**src/rtl/fetch_pkg.sv**
```systemverilog
// fetch_pkg: shared types and constants for the fetch/branch unit.
//   fetch_state_t : sequencer states, exported on dbg_state for checkers
//   OP_BR / OP_JMP: 3-bit opcode field values (instr[8:6])
//   HALT_WORD     : instruction word that stops the sequencer until reset
package fetch_pkg;

  typedef enum logic [2:0] {
    IDLE   = 3'd0,
    WAIT   = 3'd1,
    DECODE = 3'd2,
    HOLD   = 3'd3,
    HALTED = 3'd4
  } fetch_state_t;

  localparam logic [2:0] OP_BR     = 3'b110;
  localparam logic [2:0] OP_JMP    = 3'b111;
  localparam logic [8:0] HALT_WORD = 9'h1FF;

endpackage

```
**src/rtl/branch_lut.sv**
```systemverilog
// branch_lut: 2^L x D branch-target register file.
//   clk, reset      : clock, asynchronous active-high reset (clears all entries)
//   we/waddr/wdata  : synchronous write port
//   raddr/rdata     : combinational read port
// A write and a read of the same entry in one cycle returns the old value,
// because the write only lands at the clock edge.
module branch_lut #(
  parameter int L = 5,
  parameter int D = 12
) (
  input  logic         clk,
  input  logic         reset,
  input  logic         we,
  input  logic [L-1:0] waddr,
  input  logic [D-1:0] wdata,
  input  logic [L-1:0] raddr,
  output logic [D-1:0] rdata
);

  logic [D-1:0] mem [2**L];

  always_ff @(posedge clk or posedge reset) begin
    if (reset) begin
      for (int i = 0; i < 2**L; i++) begin
        mem[i] <= '0;
      end
    end else if (we) begin
      mem[waddr] <= wdata;
    end
  end

  assign rdata = mem[raddr];

endmodule

```
**src/rtl/fetch_branch_unit.sv**
```systemverilog
// fetch_branch_unit: consumer side of the program counter.
// Once per instruction period (CYCLES clocks) it fetches the word at prog_ctr,
// publishes it on instr/instr_valid, and raises branchFlag/target for the PC
// when the word is a JMP, or a BR with cond_flag set.
//   clk, reset            : clock, asynchronous active-high reset
//   prog_ctr              : current PC, sampled when the read is launched
//   cond_flag             : branch condition, sampled in the DECODE cycle
//   imem_rd/imem_addr     : read request, a one-cycle strobe with its address
//   imem_data             : read data, sampled ROM_LAT clock edges after the
//                           edge that raised imem_rd, ignored otherwise
//   lut_we/waddr/wdata    : branch-target LUT write port (any state)
//   instr/instr_valid     : latched instruction and its one-cycle pulse
//   branchFlag/target     : branch request held through the period's last phase
//   halt                  : sticky, set by HALT_WORD, cleared only by reset
//   dbg_state             : current sequencer state
// Read protocol: imem_rd is a request strobe with no back-pressure; the memory
// must answer with fixed latency, so there is no ready signal.
module fetch_branch_unit
  import fetch_pkg::*;
#(
  parameter int D        = 12,
  parameter int W        = 9,
  parameter int CYCLES   = 10,
  parameter int FETCH_PH = 1,
  parameter int ROM_LAT  = 1,
  parameter int L        = 5
) (
  input  logic         clk,
  input  logic         reset,
  input  logic [D-1:0] prog_ctr,
  input  logic         cond_flag,
  output logic         imem_rd,
  output logic [D-1:0] imem_addr,
  input  logic [W-1:0] imem_data,
  input  logic         lut_we,
  input  logic [L-1:0] lut_waddr,
  input  logic [D-1:0] lut_wdata,
  output logic [W-1:0] instr,
  output logic         instr_valid,
  output logic         branchFlag,
  output logic [D-1:0] target,
  output logic         halt,
  output fetch_state_t dbg_state
);

  if (FETCH_PH + ROM_LAT + 2 > CYCLES - 1) begin : g_bad_phase
    $fatal(1, "fetch_branch_unit: FETCH_PH+ROM_LAT+2 must not exceed CYCLES-1");
  end
  if (ROM_LAT < 1 || ROM_LAT > 3) begin : g_bad_lat
    $fatal(1, "fetch_branch_unit: ROM_LAT must be 1..3");
  end

  localparam int              PH_W     = $clog2(CYCLES);
  localparam logic [PH_W-1:0] PH_LAST  = PH_W'(CYCLES - 1);
  localparam logic [PH_W-1:0] PH_FETCH = PH_W'(FETCH_PH);
  localparam logic [1:0]      LAT_INIT = 2'(ROM_LAT);

  fetch_state_t    state;
  logic [PH_W-1:0] ph;
  logic [PH_W-1:0] ph_nxt;
  logic [1:0]      lat_cnt;
  logic [D-1:0]    lut_rdata;
  logic [2:0]      opcode;
  logic            take_branch;

  assign ph_nxt      = (ph == PH_LAST) ? '0 : ph + PH_W'(1);
  assign opcode      = instr[W-1 -: 3];
  assign take_branch = (opcode == OP_JMP) || ((opcode == OP_BR) && cond_flag);
  assign dbg_state   = state;

  branch_lut #(.L(L), .D(D)) u_lut (
    .clk   (clk),
    .reset (reset),
    .we    (lut_we),
    .waddr (lut_waddr),
    .wdata (lut_wdata),
    .raddr (instr[L-1:0]),
    .rdata (lut_rdata)
  );

  // Outputs are registered, so actions are keyed on ph_nxt: the read strobe
  // is high during the cycle in which ph==FETCH_PH, and branchFlag drops in
  // the cycle in which ph==0.
  always_ff @(posedge clk or posedge reset) begin
    if (reset) begin
      state       <= IDLE;
      ph          <= '0;
      lat_cnt     <= '0;
      imem_rd     <= 1'b0;
      imem_addr   <= '0;
      instr       <= '0;
      instr_valid <= 1'b0;
      branchFlag  <= 1'b0;
      target      <= '0;
      halt        <= 1'b0;
    end else begin
      imem_rd     <= 1'b0;
      instr_valid <= 1'b0;
      if (state != HALTED) begin
        ph <= ph_nxt;
      end
      case (state)
        IDLE: begin
          if (ph_nxt == PH_FETCH) begin
            imem_rd   <= 1'b1;
            imem_addr <= prog_ctr;
            lat_cnt   <= LAT_INIT;
            state     <= WAIT;
          end
        end
        WAIT: begin
          lat_cnt <= lat_cnt - 2'd1;
          // Counter reaches zero on this edge: the data is valid now.
          if (lat_cnt == 2'd1) begin
            instr       <= imem_data;
            instr_valid <= 1'b1;
            state       <= DECODE;
          end
        end
        DECODE: begin
          if (instr == HALT_WORD) begin
            halt  <= 1'b1;
            state <= HALTED;
          end else begin
            if (take_branch) begin
              branchFlag <= 1'b1;
              target     <= lut_rdata;
            end
            state <= HOLD;
          end
        end
        HOLD: begin
          // Held through the last phase, where the PC samples it.
          if (ph_nxt == '0) begin
            branchFlag <= 1'b0;
            state      <= IDLE;
          end
        end
        HALTED: begin
          branchFlag <= 1'b0;
        end
        default: state <= IDLE;
      endcase
    end
  end

endmodule

```
**config.mk**
```make
export PLATFORM = sky130hd
export DESIGN_NAME = fetch_branch_unit
export DESIGN_NICKNAME = d
export VERILOG_FILES = /design/src/rtl/fetch_pkg.sv /design/src/rtl/branch_lut.sv /design/src/rtl/fetch_branch_unit.sv
export SDC_FILE = /design/constraint.sdc
export NUM_CORES = 1
export LEC_CHECK = 0
export CAP_MARGIN = 20
export CORE_MARGIN = 2
export CORE_UTILIZATION = 40
export DETAILED_ROUTE_END_ITERATION = 7
export GPL_ROUTABILITY_DRIVEN = 0
export RECOVER_POWER = 50
export SYNTH_ARGS = -nofsm -noshare
export SYNTH_HDL_FRONTEND = slang
export SYNTH_HIERARCHICAL = 1
export SYNTH_SLANG_ARGS = --single-unit
```
**constraint.sdc**
```tcl
create_clock -name clk -period 15.3 [get_ports clk]
set_input_delay 4.59 -clock clk [delete_from_list [all_inputs] [get_ports clk]]
set_output_delay 4.59 -clock clk [all_outputs]
set_load 0.01 [all_outputs]
```
==> results.json, run 1 <==
{
  "status": "finished with violations",
  "violations": "capacitance limit, slew limit",
  "clock_tree.root_cell": "clkbuf_16",
  "grt_pass1_vias": 12300,
  "syn_nets": 1487,
  "fp.dieH_um": 227,
  "drc_errors": 0,
  "cts_setup_buffers": 0,
  "cts_max_level": 2,
  "async_flop_share_pct": 100,
  "grt_antenna_before_repair": 0,
  "ios": 82,
  "dpl.hpwl_um": 28200,
  "cp-end-kind": "asynchronous set/reset pin",
  "slew_viol_final": 218,
  "syn_inst": 1444,
  "hp-class": "reg2reg",
  "final_cell_mix": "dfrtp_1 (430), mux2_2 (405), mux2i_1 (192)",
  "cap_violations": 3,
  "cts_sinks": 430,
  "die_w_um": 227,
  "hold_viol": 0,
  "ant_nets": 0,
  "crit_type": "in2async",
  "grt_max_degree": 142,
  "relSlewSlack_pct": -327,
  "hold_buffers": 0,
  "fmax_mhz": 101,
  "max_stage_delay_ps": 3500,
  "wirelength_um": 48700,
  "dp_slack_ps": 7230,
  "min-delay-start": "u_lut/mem[181]",
  "clock_skew_ps": 22.0,
  "synth-seq-cells": 430,
  "placement.io_buffers": 81,
  "synth_flop_cell": "dfrtp_1",
  "cp_num_buf_inv": 6,
  "timing.final.crit_share_pct": 64.6,
  "wl_per_cell_um": 22.4,
  "cts_resized": 0,
  "synth_area_leader_cell": "dfrtp_1",
  "path_common_cell": "buf_16",
  "synth_top_area_share_pct": 54.0,
  "synth-seq-area-share_pct": 54.0,
  "synth_edf_count": 0,
  "nNetsFinal": 1523,
  "arrival_ps": 10610,
  "final_common_cell": "dfrtp_1",
  "netlist_top_cells_area": "dfrtp_1 (54%), mux2_2 (23%), mux2i_1 (9.6%)",
  "critPathTopFamily": "buffers and inverters",
  "powerDensity_mw_per_mm2": 176,
  "critPathSlowestCell": "clkinvlp_2",
  "cp_max_fo": 141,
  "r2r-start": "instr[1]",
  "crit_required_ps": 16020,
  "grt-ovfl-total": 0,
  "rsz0062_at_grt": "false",
  "synth_area_per_cell_um2": 13.8,
  "setup_tns_ps": 0,
  "clk_latency_ps": 590,
  "track_usage_pct": 19.2,
  "rows": 81,
  "drt_iter0_markers": 662,
  "synth.distinct_cells": 47,
  "clk_pin_slew_worst_paths_ps": 50,
  "viasPerCell": 5.50,
  "fp.coreArea_mm2": 0.0491,
  "dr_total_vias": 12000,
  "die_area_mm2": 0.0516,
  "final-setup-viol-count": 0,
  "fin_ws_ps": 5410,
  "cp-start-kind": "primary input",
  "first_pass_iters": 5,
  "start_util_pct": 40.6,
  "ir_drop_uv": 104,
  "r2r_slack_ps": 10400,
  "critPathLaunch": "reset",
  "clock_path_buffers": 3,
  "worstPathCellList": "dlygate4sd3_1 -> clkinvlp_2 -> clkbuf_1 -> buf_16 -> buf_4 -> buf_16",
  "yosysWarningCount": 6,
  "grt_pass1_wl_um": 74500,
  "drive_above_1_share_pct": 34.4,
  "tightest_slew_ps": 6380,
  "power_leakage_nw": 10.4,
  "numCtsBuffers": 47,
  "fin_crit_ps": 9890,
  "synth_area_mm2": 0.0199,
  "cts_tree": "built",
  "area_growth_syn_to_layout_pct": 13.3
}
-- cells by family (layout without fill, tap and decap cells) --
logic type,after synthesis,count (layout),share of synthesized area [%]
XOR/XNOR,3,3,0.132
multiplexers,610,610,33.4
AND/OR/NAND/NOR,152,152,4.23
other,0,1,0
adder cells (fa/ha/maj),1,1,0.0628
buffers and inverters,127,196,3.86
flip-flops,430,430,54.0
AO/OA/AOI/OAI,121,121,4.28
-- report_power, final --
group | total [W] | leakage [nW] | switching, W | internal, W
clock | 0.00110 | 0.725 | 0.000450 | 0.000654
combinational | 0.00131 | 4.17 | 0.000685 | 0.000628
sequential | 0.00156 | 5.47 | 0.000170 | 0.00139
-- final cells by class --
type,count,area (um2)
well taps,664,831
flip-flops and latches,430,10800
multi-input cells,887,8360
clock buffers,75,1390
clock inverters,7,103
inverters,6,23.8
fillers,4501,26500
diodes,1,2.50
repair buffers,108,1090
-- worst paths after layout --
kind,end,cells after the start
worst min-delay path,u_lut/mem[181],1
min in group asynchronous,imem_addr[9],2
worst max register to register,target[10],7
max in group clk,instr[1],1
worst min register to register,u_lut/mem[181],1
worst max-delay path,u_lut/mem[298],6
-- routing by layer --
| metal | vias to the layer above | routed length (um) | track usage [%] |
|---|---|---|---|
| met3 | 79 | 2530 | 2.96 |
| li1 | 5327 | - | - |
| met2 | 283 | 22100 | 29.9 |
| met5 | - | 0 | 0 |
| met4 | 0 | 1650 | 7.91 |
| met1 | 6291 | 22400 | 26.8 |
-- Yosys cell counts, types with 6 or more instances --
library cell / instances
mux2i_1: 192
inv_1: 6
a22o_1: 25
nand2_1: 46
a21oi_1: 26
buf_2: 12
nor2_2: 12
mux2_4: 8
buf_6: 16
a22oi_1: 48
mux2_2: 405
a31oi_1: 12
clkbuf_1: 54
nor3_1: 13
dfrtp_1: 430
buf_4: 35
nand3_1: 28
nand4_1: 14
-- stage by stage --
stage	std cells	instance area, um2	total power [W]	hold slack [ps]	util (%)
6_report	2178	22600	0.00398	488	46.0
4_1_cts	2173	22500	0.00403	492	46.0
5_1_grt	2177	22600	0.00420	492	46.0
3_3_place_gp	2089	21000	0.00288	469	42.9
2_1_floorplan	1444	19900	0.00247	458	-
3_5_place_dp	2091	21100	0.00291	477	42.9
-- registers in the layout, summed over array words and instances (netlist names) --
register,flops
lat_cnt,2
dbg_state,3
u_lut/mem,384
halt,1
instr,9
ph,4
imem_addr,12
target,12
imem_rd,1
branchFlag,1
instr_valid,1
(Power assumes the default switching activity.)
==> run 2, diff against run 1 <==
clock period = 8.4 ns   (was 15.3 ns; I/O delays follow)
==> run 2 against run 1 <==
- the run still ends with capacitance limit, slew limit left
- global-route usage is 0.085 points higher
- wire length is 0.37% lower
- first-iteration DRC count up 4.2%
- utilization decreased by 0.11 points
- non-clock buffer count fell by 4
- worst hold slack lost 2.1 ps
- sequential share of layout area grew 0.12 points
- final area down 0.24%
- register-to-register slack lost 7000 ps
- final cell count shrank 0.18%
- via count down 0.17%
- combinational power is 85% higher
==> results.json, run 2 (synthesized netlist as in run 1, its figures left out) <==
{
  "p_clk_share_pct": 27.1,
  "hold_buffers": 0,
  "power.switching_w": 0.00238,
  "cts_resized": 0,
  "fp.coreArea_mm2": 0.0491,
  "relSlewSlack_pct": -98.1,
  "dpl.hpwl_um": 28300,
  "viasPerCell": 5.50,
  "cts_tree": "built",
  "grt_pass1_wl_um": 75100,
  "clock_skew_ps": 22.2,
  "clk_latency_ps": 560,
  "drc_errors": 0,
  "cts_max_level": 2,
  "max_stage_delay_ps": 2350,
  "critPathSlowestCell": "dfrtp_1",
  "nNetsFinal": 1518,
  "multi_input_area_mm2": 0.00841,
  "power_frac_comb_pct": 33.5,
  "r2r-start": "instr[1]",
  "r2r_slack_ps": 3390,
  "largest_register_ffs": 384,
  "die_w_um": 227,
  "swShare_pct": 32.9,
  "r2r_cells": 7,
  "ios": 82,
  "cp-end-kind": "output pin",
  "final-setup-viol-count": 0,
  "crit_required_ps": 5880,
  "clock_tree.root_cell": "clkbuf_16",
  "p_int_w": 0.00486,
  "timing.final.crit_share_pct": 75.4,
  "numCtsBuffers": 46,
  "die_area_mm2": 0.0516,
  "p_seq_share_pct": 39.4,
  "cp_max_fo": 51,
  "grt_pass1_vias": 12300,
  "tightest_slew_ps": 2970,
  "dr_total_vias": 12000,
  "first_pass_iters": 5,
  "cts_setup_buffers": 0,
  "critPathTopFamily": "flip-flops",
  "regMostFlops": "u_lut/mem",
  "arrival_ps": 3810,
  "crit_type": "reg2out",
  "total_power_w": 0.00724,
  "powerDensity_mw_per_mm2": 322,
  "slew_viol_final": 93,
  "grt-ovfl-total": 0,
  "grt_antenna_before_repair": 0,
  "whs_path_depth": 1,
  "ir_drop_uv": 248,
  "fillers": 4497,
  "violations": "capacitance limit, slew limit",
  "power_leakage_nw": 10.3,
  "regArea_mm2": 0.0108,
  "area_growth_syn_to_layout_pct": 13.0,
  "fmax_mhz": 158,
  "wirelength_um": 48500,
  "cp_num_buf_inv": 1,
  "start_util_pct": 40.6,
  "cts_sinks": 430,
  "final_common_cell": "dfrtp_1",
  "min-delay-start": "halt",
  "placement.io_buffers": 81,
  "final_util_pct": 45.9,
  "fin_crit_ps": 6330,
  "reg.largest.list": "u_lut/mem: 384 flops, imem_addr: 12 flops, target: 12 flops",
  "rsz0062_at_grt": "false",
  "ant_nets": 0,
  "fp.dieH_um": 227,
  "clock_path_buffers": 3,
  "status": "finished with violations",
  "setup_tns_ps": 0,
  "drive_above_1_share_pct": 35.3,
  "r2r_end": "target[2]",
  "rows": 81,
  "wl_per_cell_um": 22.3,
  "antenna_cells": 0,
  "holdPathEnd": "halt",
  "drt_iter0_markers": 690,
  "clk_pin_slew_worst_paths_ps": 60,
  "track_usage_pct": 19.3,
  "final_cell_mix": "dfrtp_1 (430), mux2_2 (405), mux2i_1 (192)",
  "worstPathCellList": "clkdlybuf4s50_1",
  "grt_max_degree": 188,
  "hold_viol": 0,
  "hp-class": "reg2reg",
  "cap_violations": 2,
  "cp-start-kind": "flop"
}
run 2: cell count changes in the layout (fill, tap and decap cells not counted), sizes merged:
cell	previous run	this run
clkbuf	78	71
dlygate4sd3	50	23
diode	1	0
bufinv	2	1
buf	24	22
clkinv	3	10
clkdlybuf4s50	31	58
run 2: worst max-delay path by stage:
stage                 start  slack [ps]              to  depth (start not counted)
6_report           instr[1]        2070        instr[1]                          1
4_1_cts            instr[1]        3530        instr[1]                          1
5_1_grt            instr[1]        1840        instr[1]                          1
3_5_place_dp   lut_waddr[2]        3540   u_lut/mem[52]                          4
2_1_floorplan         reset         720    u_lut/mem[0]                          1
3_3_place_gp   lut_waddr[4]        3560  u_lut/mem[200]                          4
run 2: per-layer routing:
| metal | vias up | global-route usage [%] | wire, um | share of wire [%] |
|---|---|---|---|---|
| met5 | - | 0 | 0 | 0 |
| met2 | 267 | 30.9 | 22500 | 46 |
| met1 | 6308 | 27.2 | 22500 | 46 |
| met4 | 0 | 5.25 | 1160 | 2.4 |
| met3 | 75 | 2.94 | 2340 | 4.8 |
| li1 | 5310 | - | - | - |
run 2: power groups by stage:
stage | clock [W] | sequential [W] | combinational (W)
floorplan | 0 | 0.00281 | 0.00169
global placement | 0 | 0.00287 | 0.00239
detailed placement | 0 | 0.00290 | 0.00241
CTS | 0.00202 | 0.00286 | 0.00242
global route | 0.00212 | 0.00292 | 0.00261
finish | 0.00196 | 0.00285 | 0.00242
run 2: area by class of cell:
cell class | instances | share of cell area [%]
clock buffers | 70 | 6.10
repair buffers | 104 | 4.52
clock inverters | 13 | 0.428
well taps | 664 | 3.69
inverters | 6 | 0.106
multi-input cells | 887 | 37.4
flip-flops and latches | 430 | 47.8
run 2: per-stage QoR:
stage | worst slack, ps | cell area (um2) | instances | hold WS [ps]
2_1_floorplan | 718 | 19900 | 1444 | 458
3_3_place_gp | 3560 | 21100 | 2090 | 466
3_5_place_dp | 3540 | 21100 | 2090 | 474
4_1_cts | 3530 | 22500 | 2173 | 488
5_1_grt | 1840 | 22500 | 2174 | 497
6_report | 2070 | 22500 | 2174 | 486
